--- src/rtl/seq_alu_if.sv ---
// seq_alu_if: request/result bundle between the sequencer and seq_alu.
// master = sequencer side, slave = ALU side.
interface seq_alu_if #(
  parameter int WIDTH = 16
);
  logic             start;
  logic [2:0]       s;
  logic [WIDTH-1:0] a;
  logic [WIDTH-1:0] b;
  logic             busy;
  logic             done;
  logic [WIDTH-1:0] yhigh;
  logic [WIDTH-1:0] ylow;
  logic             n;
  logic             z;
  logic             dz;

  modport master (
    output start, s, a, b,
    input  busy, done, yhigh, ylow, n, z, dz
  );

  modport slave (
    input  start, s, a, b,
    output busy, done, yhigh, ylow, n, z, dz
  );
endinterface

--- src/rtl/seq_alu.sv ---
// seq_alu: signed ALU with iterative shift-add MUL and restoring DIV.
// Define SEQ_ALU_FAST_MUL_EN for a single-cycle combinational MUL.
module seq_alu #(
  parameter int WIDTH = 16
) (
  input logic      clk,
  input logic      rst_n,
  seq_alu_if.slave bus
);
  localparam int W  = WIDTH;
  localparam int SW = $clog2(W);
  localparam int CW = $clog2(W + 1);

  localparam logic [2:0] OP_ADD = 3'd0;
  localparam logic [2:0] OP_SUB = 3'd1;
  localparam logic [2:0] OP_MUL = 3'd2;
  localparam logic [2:0] OP_DIV = 3'd3;
  localparam logic [2:0] OP_AND = 3'd4;
  localparam logic [2:0] OP_OR  = 3'd5;
  localparam logic [2:0] OP_SLL = 3'd6;
  localparam logic [2:0] OP_SRA = 3'd7;

  typedef enum logic [1:0] {
    IDLE,
    RUN,
    DONE
  } state_t;

  state_t        state_q, state_d;
  logic [CW-1:0] cnt_q, cnt_d;
  logic [W-1:0]  a_q, a_d;
  logic [W-1:0]  b_q, b_d;
  logic          div_q, div_d;
  logic [2*W:0]  p_q, p_d;
  logic [W-1:0]  yh_q, yh_d;
  logic [W-1:0]  yl_q, yl_d;
  logic          n_q, n_d;
  logic          z_q, z_d;
  logic          dz_q, dz_d;

  logic [W-1:0]   ma, mb;
  logic [W:0]     mul_sum;
  logic [W:0]     div_r2, div_rem;
  logic           div_ge;
  logic [2*W-1:0] prod;
  logic [W-1:0]   q_fix, r_fix;
  logic [W:0]     sum_ext;
  logic [SW-1:0]  sh;
  logic [W-1:0]   sc_hi, sc_lo;
  logic           iter;
`ifdef SEQ_ALU_FAST_MUL_EN
  logic signed [2*W-1:0] fm;
`endif

  function automatic logic [W-1:0] mag(input logic [W-1:0] x);
    return x[W-1] ? -x : x;
  endfunction

  // Datapath: p_q holds {hi, lo} for MUL and {rem, quo} for DIV.
  always_comb begin
    ma      = mag(a_q);
    mb      = mag(b_q);
    mul_sum = p_q[2*W:W] + (p_q[0] ? {1'b0, ma} : '0);
    div_r2  = {p_q[2*W-1:W], p_q[W-1]};
    div_ge  = (div_r2 >= {1'b0, mb});
    div_rem = div_ge ? (div_r2 - {1'b0, mb}) : div_r2;
    prod    = (a_q[W-1] ^ b_q[W-1]) ? -p_q[2*W-1:0]
                                    : p_q[2*W-1:0];
    if (b_q == '0) begin
      q_fix = '1;
      r_fix = a_q;
    end else begin
      q_fix = (a_q[W-1] ^ b_q[W-1]) ? -p_q[W-1:0] : p_q[W-1:0];
      r_fix = a_q[W-1] ? -p_q[2*W-1:W] : p_q[2*W-1:W];
    end
  end

  always_comb begin
    sh      = bus.b[SW-1:0];
    sum_ext = '0;
    sc_hi   = '0;
    sc_lo   = '0;
`ifdef SEQ_ALU_FAST_MUL_EN
    fm      = $signed(bus.a) * $signed(bus.b);
    iter    = (bus.s == OP_DIV);
`else
    iter    = (bus.s == OP_MUL) || (bus.s == OP_DIV);
`endif
    unique case (1'b1)
      (bus.s == OP_ADD): begin
        sum_ext = {bus.a[W-1], bus.a} + {bus.b[W-1], bus.b};
        sc_lo   = sum_ext[W-1:0];
        sc_hi   = {W{sum_ext[W]}};
      end
      (bus.s == OP_SUB): begin
        sum_ext = {bus.a[W-1], bus.a} - {bus.b[W-1], bus.b};
        sc_lo   = sum_ext[W-1:0];
        sc_hi   = {W{sum_ext[W]}};
      end
      (bus.s == OP_AND): begin
        sc_lo = bus.a & bus.b;
        sc_hi = {W{sc_lo[W-1]}};
      end
      (bus.s == OP_OR): begin
        sc_lo = bus.a | bus.b;
        sc_hi = {W{sc_lo[W-1]}};
      end
      (bus.s == OP_SLL): begin
        sc_lo = bus.a << sh;
        sc_hi = {W{sc_lo[W-1]}};
      end
      (bus.s == OP_SRA): begin
        sc_lo = $signed(bus.a) >>> sh;
        sc_hi = {W{sc_lo[W-1]}};
      end
`ifdef SEQ_ALU_FAST_MUL_EN
      (bus.s == OP_MUL): begin
        sc_hi = fm[2*W-1:W];
        sc_lo = fm[W-1:0];
      end
`endif
      default: ;
    endcase
  end

  always_comb begin
    state_d = state_q;
    cnt_d   = cnt_q;
    a_d     = a_q;
    b_d     = b_q;
    div_d   = div_q;
    p_d     = p_q;
    yh_d    = yh_q;
    yl_d    = yl_q;
    n_d     = n_q;
    z_d     = z_q;
    dz_d    = dz_q;
    unique case (state_q)
      RUN: begin
        if (cnt_q != CW'(W)) begin
          cnt_d = cnt_q + CW'(1);
          p_d   = div_q ? {div_rem, p_q[W-2:0], div_ge}
                        : {1'b0, mul_sum, p_q[W-1:1]};
        end else begin
          // Last RUN cycle doubles as the sign-fixup step.
          state_d = DONE;
          if (div_q) begin
            yh_d = r_fix;
            yl_d = q_fix;
            n_d  = q_fix[W-1];
            z_d  = (q_fix == '0);
            dz_d = (b_q == '0);
          end else begin
            {yh_d, yl_d} = prod;
            n_d  = prod[2*W-1];
            z_d  = (prod == '0);
            dz_d = 1'b0;
          end
        end
      end
      default: begin
        state_d = IDLE;
        if (bus.start) begin
          a_d   = bus.a;
          b_d   = bus.b;
          div_d = (bus.s == OP_DIV);
          cnt_d = '0;
          if (iter) begin
            state_d = RUN;
            p_d = {{(W+1){1'b0}},
                   (bus.s == OP_DIV) ? mag(bus.a) : mag(bus.b)};
          end else begin
            state_d = DONE;
            yh_d = sc_hi;
            yl_d = sc_lo;
            n_d  = sc_hi[W-1];
            z_d  = ({sc_hi, sc_lo} == '0);
            dz_d = 1'b0;
          end
        end
      end
    endcase
  end

  always_ff @(posedge clk) begin
    if (!rst_n) begin
      state_q <= IDLE;
      cnt_q   <= '0;
      a_q     <= '0;
      b_q     <= '0;
      div_q   <= 1'b0;
      p_q     <= '0;
      yh_q    <= '0;
      yl_q    <= '0;
      n_q     <= 1'b0;
      z_q     <= 1'b0;
      dz_q    <= 1'b0;
    end else begin
      state_q <= state_d;
      cnt_q   <= cnt_d;
      a_q     <= a_d;
      b_q     <= b_d;
      div_q   <= div_d;
      p_q     <= p_d;
      yh_q    <= yh_d;
      yl_q    <= yl_d;
      n_q     <= n_d;
      z_q     <= z_d;
      dz_q    <= dz_d;
    end
  end

  assign bus.busy  = (state_q == RUN);
  assign bus.done  = (state_q == DONE);
  assign bus.yhigh = yh_q;
  assign bus.ylow  = yl_q;
  assign bus.n     = n_q;
  assign bus.z     = z_q;
  assign bus.dz    = dz_q;
endmodule

--- src/flat_wrapper.sv ---
// flat-port wrapper written by rule: the top's interface ports become plain ports
module seq_alu_flat 
#(
  parameter int WIDTH = 16
)
  (clk, rst_n, bus_start, bus_s, bus_a, bus_b, bus_busy, bus_done, bus_yhigh, bus_ylow, bus_n, bus_z, bus_dz);
  seq_alu_if #(.WIDTH(WIDTH)) bus_i ();
  input logic clk;
  input logic rst_n;
  input wire logic [$bits(bus_i.start)-1:0] bus_start;
  input wire logic [$bits(bus_i.s)-1:0] bus_s;
  input wire logic [$bits(bus_i.a)-1:0] bus_a;
  input wire logic [$bits(bus_i.b)-1:0] bus_b;
  output wire logic [$bits(bus_i.busy)-1:0] bus_busy;
  output wire logic [$bits(bus_i.done)-1:0] bus_done;
  output wire logic [$bits(bus_i.yhigh)-1:0] bus_yhigh;
  output wire logic [$bits(bus_i.ylow)-1:0] bus_ylow;
  output wire logic [$bits(bus_i.n)-1:0] bus_n;
  output wire logic [$bits(bus_i.z)-1:0] bus_z;
  output wire logic [$bits(bus_i.dz)-1:0] bus_dz;
  assign bus_i.start = bus_start;
  assign bus_i.s = bus_s;
  assign bus_i.a = bus_a;
  assign bus_i.b = bus_b;
  assign bus_busy = bus_i.busy;
  assign bus_done = bus_i.done;
  assign bus_yhigh = bus_i.yhigh;
  assign bus_ylow = bus_i.ylow;
  assign bus_n = bus_i.n;
  assign bus_z = bus_i.z;
  assign bus_dz = bus_i.dz;
  seq_alu #(.WIDTH(WIDTH)) u_core (.clk(clk), .rst_n(rst_n), .bus(bus_i));
endmodule
--- config.mk ---
export PLATFORM = sky130hd
export DESIGN_NAME = seq_alu_flat
export DESIGN_NICKNAME = d
export VERILOG_FILES = /design/src/rtl/seq_alu_if.sv /design/src/rtl/seq_alu.sv /design/src/flat_wrapper.sv
export SDC_FILE = /design/constraint.sdc
export NUM_CORES = 1
export LEC_CHECK = 0
export ABC_AREA = 0
export CAP_MARGIN = 20
export CORE_MARGIN = 8
export CORE_UTILIZATION = 45
export DETAILED_ROUTE_END_ITERATION = 8
export GPL_ROUTABILITY_DRIVEN = 1
export PLACE_DENSITY_LB_ADDON = 0.12
export SLEW_MARGIN = 15
export SYNTH_ARGS = -nofsm -noshare
export SYNTH_HDL_FRONTEND = slang
export SYNTH_SLANG_ARGS = --single-unit
--- constraint.sdc ---
create_clock -name clk -period 4.8 [get_ports clk]
set_input_delay 0.96 -clock clk [delete_from_list [all_inputs] [get_ports clk]]
set_output_delay 0.96 -clock clk [all_outputs]
set_load 0.01 [all_outputs]
==> impl_metrics.ini <==
[power]
irDropWorstVdd_mv = 0.156
finalPower_mw = 3.23
powerDensity_mw_per_mm2 = 220
power_leakage_nw = 5.76

[timing]
hold_viol = 0
rsz0062_at_grt = false
fin_skew_ns = 0.0150
setup_viol = 0
fin_ws_ns = 0.448
tightest_slew_ns = 1.02
slew_viol_final = 0
maxSlewHeadroom = 0.317
tns_ns = 0
final.hold.worst_slack_ns = 0.452
timing.final.crit_share = 0.907
post-route-min-period_ns = 4.35
maxClockFrequency_ghz = 0.230

[grt]
grt_first_pass_wirelength_um = 79900
antenna_found_initial = 0
grt_overflow = 0
grt_pass1_vias = 13600
grt_max_degree = 59
grt_usage = 0.298

[route]
drt-total-wl_um = 51600
drc_errors = 0
drtPass1Iterations = 6
dr_total_vias = 14300
drtIter0Drc = 1660
viasPerCell = 6.35
routedWlPerCell_um = 22.8
drtAntennaViolNets = 0

[synth]
synth_nets = 1970
synth_most_common_cell = nand2_1
syn_inst = 1836
ys_top_cells_by_area = dfxtp_1, ha_1, nand2_1
synth-seq-cells = 108
synth_cell_type_count = 79
async_flop_share = 0
netlist_top_cells_count = nand2_1, a21oi_1, nor2_1
synth_largest_area_cell = dfxtp_1
synth_ff_type = dfxtp_1
synth_top_area_share = 0.166
yosys_warnings = 0
synth_edf_count = 0
ys_seq_area_frac = 0.166
syn-cell-area_mm2 = 0.0130
syn_area_per_cell_um2 = 7.09

[place]
dp_hpwl_um = 40100
postPlaceCellArea_mm2 = 0.0144
portBuffers = 74
place_inst = 2242
globalplace.congestion = 1.02
dp_worst_setup_slack_ns = 0.118

[clocking]
post_cts_buffers = 0
cts_tree = yes
clk_pin_slew_ns = 0.08
htreeDepth = 3
cts.path.max_buffers = 2
clkLatencyLatePin_ns = 0.37
cts-root-buf = clkbuf_16
hold_buffers = 0
ctsResizeCount = 0
cts_buffers = 9
clock_sinks = 108

[final_layout]
diodes = 0
fillers = 2869
fin_area_mm2 = 0.0147
nets = 2004
drive_gt1_frac = 0.0907
stdcell_count = 2259
areaGrowthSynthToFinish_pct = 12.8
finish.utilization = 0.513

[run]
drv_cap = 0

[floorplan]
io_pins = 75
die_w_um = 186
core-area_mm2 = 0.0286
initial_utilization = 0.455
die_y_um = 186
rows = 62
design.die.area_mm2 = 0.0346

[setup_path]
crit_fanout = 29
worstPathArrival_ns = 4.64
end_kind = register
path_class = primary input to register
start_kind = primary input
required_ns = 5.09

[status]
status = completed

[worst_hold_path]
hp-class = register to register
-- state kept, by name, indices dropped and copies added (netlist names) --
signal and count:
u_core.b_q 16, u_core.bus.n 1, u_core.bus.z 1, u_core.a_q 16, u_core.bus.dz 1, u_core.bus.yhigh 16, u_core.bus.ylow 16, u_core.div_q 1
u_core.cnt_q 5, u_core.p_q 33, u_core.state_q 2
-- worst max-delay path, stage by stage --
cell             delay (ns)
clkdlybuf4s50_1        0.51
buf_4                  0.41
mux2_2                 0.42
o211a_1                0.23
o211a_1                0.20
a2111oi_0              0.63
buf_4                  0.25
o211ai_1               0.18
nor4_1                 0.28
and3b_1                0.23
nand4_1                0.12
o31ai_1                0.20
-- final timing paths --
kind                       from            endpoint  slack (ns)  cells after the start
min reg2reg  u_core.bus.ylow[0]  u_core.bus.ylow[0]        0.45                      2
min          u_core.bus.ylow[0]  u_core.bus.ylow[0]        0.45                      2
max                    bus_b[0]        u_core.bus.z        0.45                     12
max reg2reg       u_core.a_q[2]      u_core.p_q[31]        0.77                     16
-- final cells by class --
| cell class | count | area (um^2) | share of cell area |
|---|---|---|---|
| multi-input cells | 1509 | 10000 | 0.682 |
| flip-flops and latches | 108 | 2160 | 0.147 |
| repair buffers | 169 | 1460 | 0.0994 |
| well taps | 384 | 480 | 0.0327 |
| inverters | 73 | 274 | 0.0187 |
| clock buffers | 10 | 229 | 0.0156 |
| clock inverters | 6 | 56.3 | 0.00384 |
-- placed cells by master (no fill, tap or decap), types with 35 or more instances in the layout --
cell type | synthesis | final
nor3_1 | 47 | 47
a21oi_1 | 168 | 167
xor2_1 | 53 | 52
dfxtp_1 | 108 | 107
nand3_1 | 43 | 43
nand2_1 | 228 | 228
inv_1 | 70 | 70
a211oi_1 | 36 | 36
clkdlybuf4s50_1 | 0 | 73
xnor2_1 | 69 | 69
o211ai_1 | 35 | 35
nor2_1 | 161 | 160
o21ai_0 | 134 | 134
ha_1 | 92 | 92
buf_4 | 0 | 93
mux2i_1 | 53 | 53
-- logic make-up after synthesis --
family	count (synthesis)	share of synthesized area
multiplexers	80	0.0780
XOR/XNOR	123	0.0834
AO/OA/AOI/OAI	577	0.284
AND/OR/NAND/NOR	633	0.229
buffers and inverters	219	0.0653
flip-flops	108	0.166
adder cells (fa/ha/maj)	96	0.0946
-- routing by layer --
metal	vias up	GRT usage	wire length (um)	share of wire
met4	0	0.167	3050	0.059
met2	642	0.490	24000	0.46
met3	154	0.0379	3500	0.068
li1	6728	-	-	-
met5	-	0	0	0
met1	6819	0.373	21100	0.41
-- power by group --
part / internal, mW / total, mW / switching [mW]
Clock: 0.362 / 0.740 / 0.378
Combinational: 0.578 / 1.47 / 0.895
Sequential: 0.947 / 1.02 / 0.0717
Total: 1.89 / 3.23 / 1.34
Note: power is estimated with default switching activity, not from simulation.
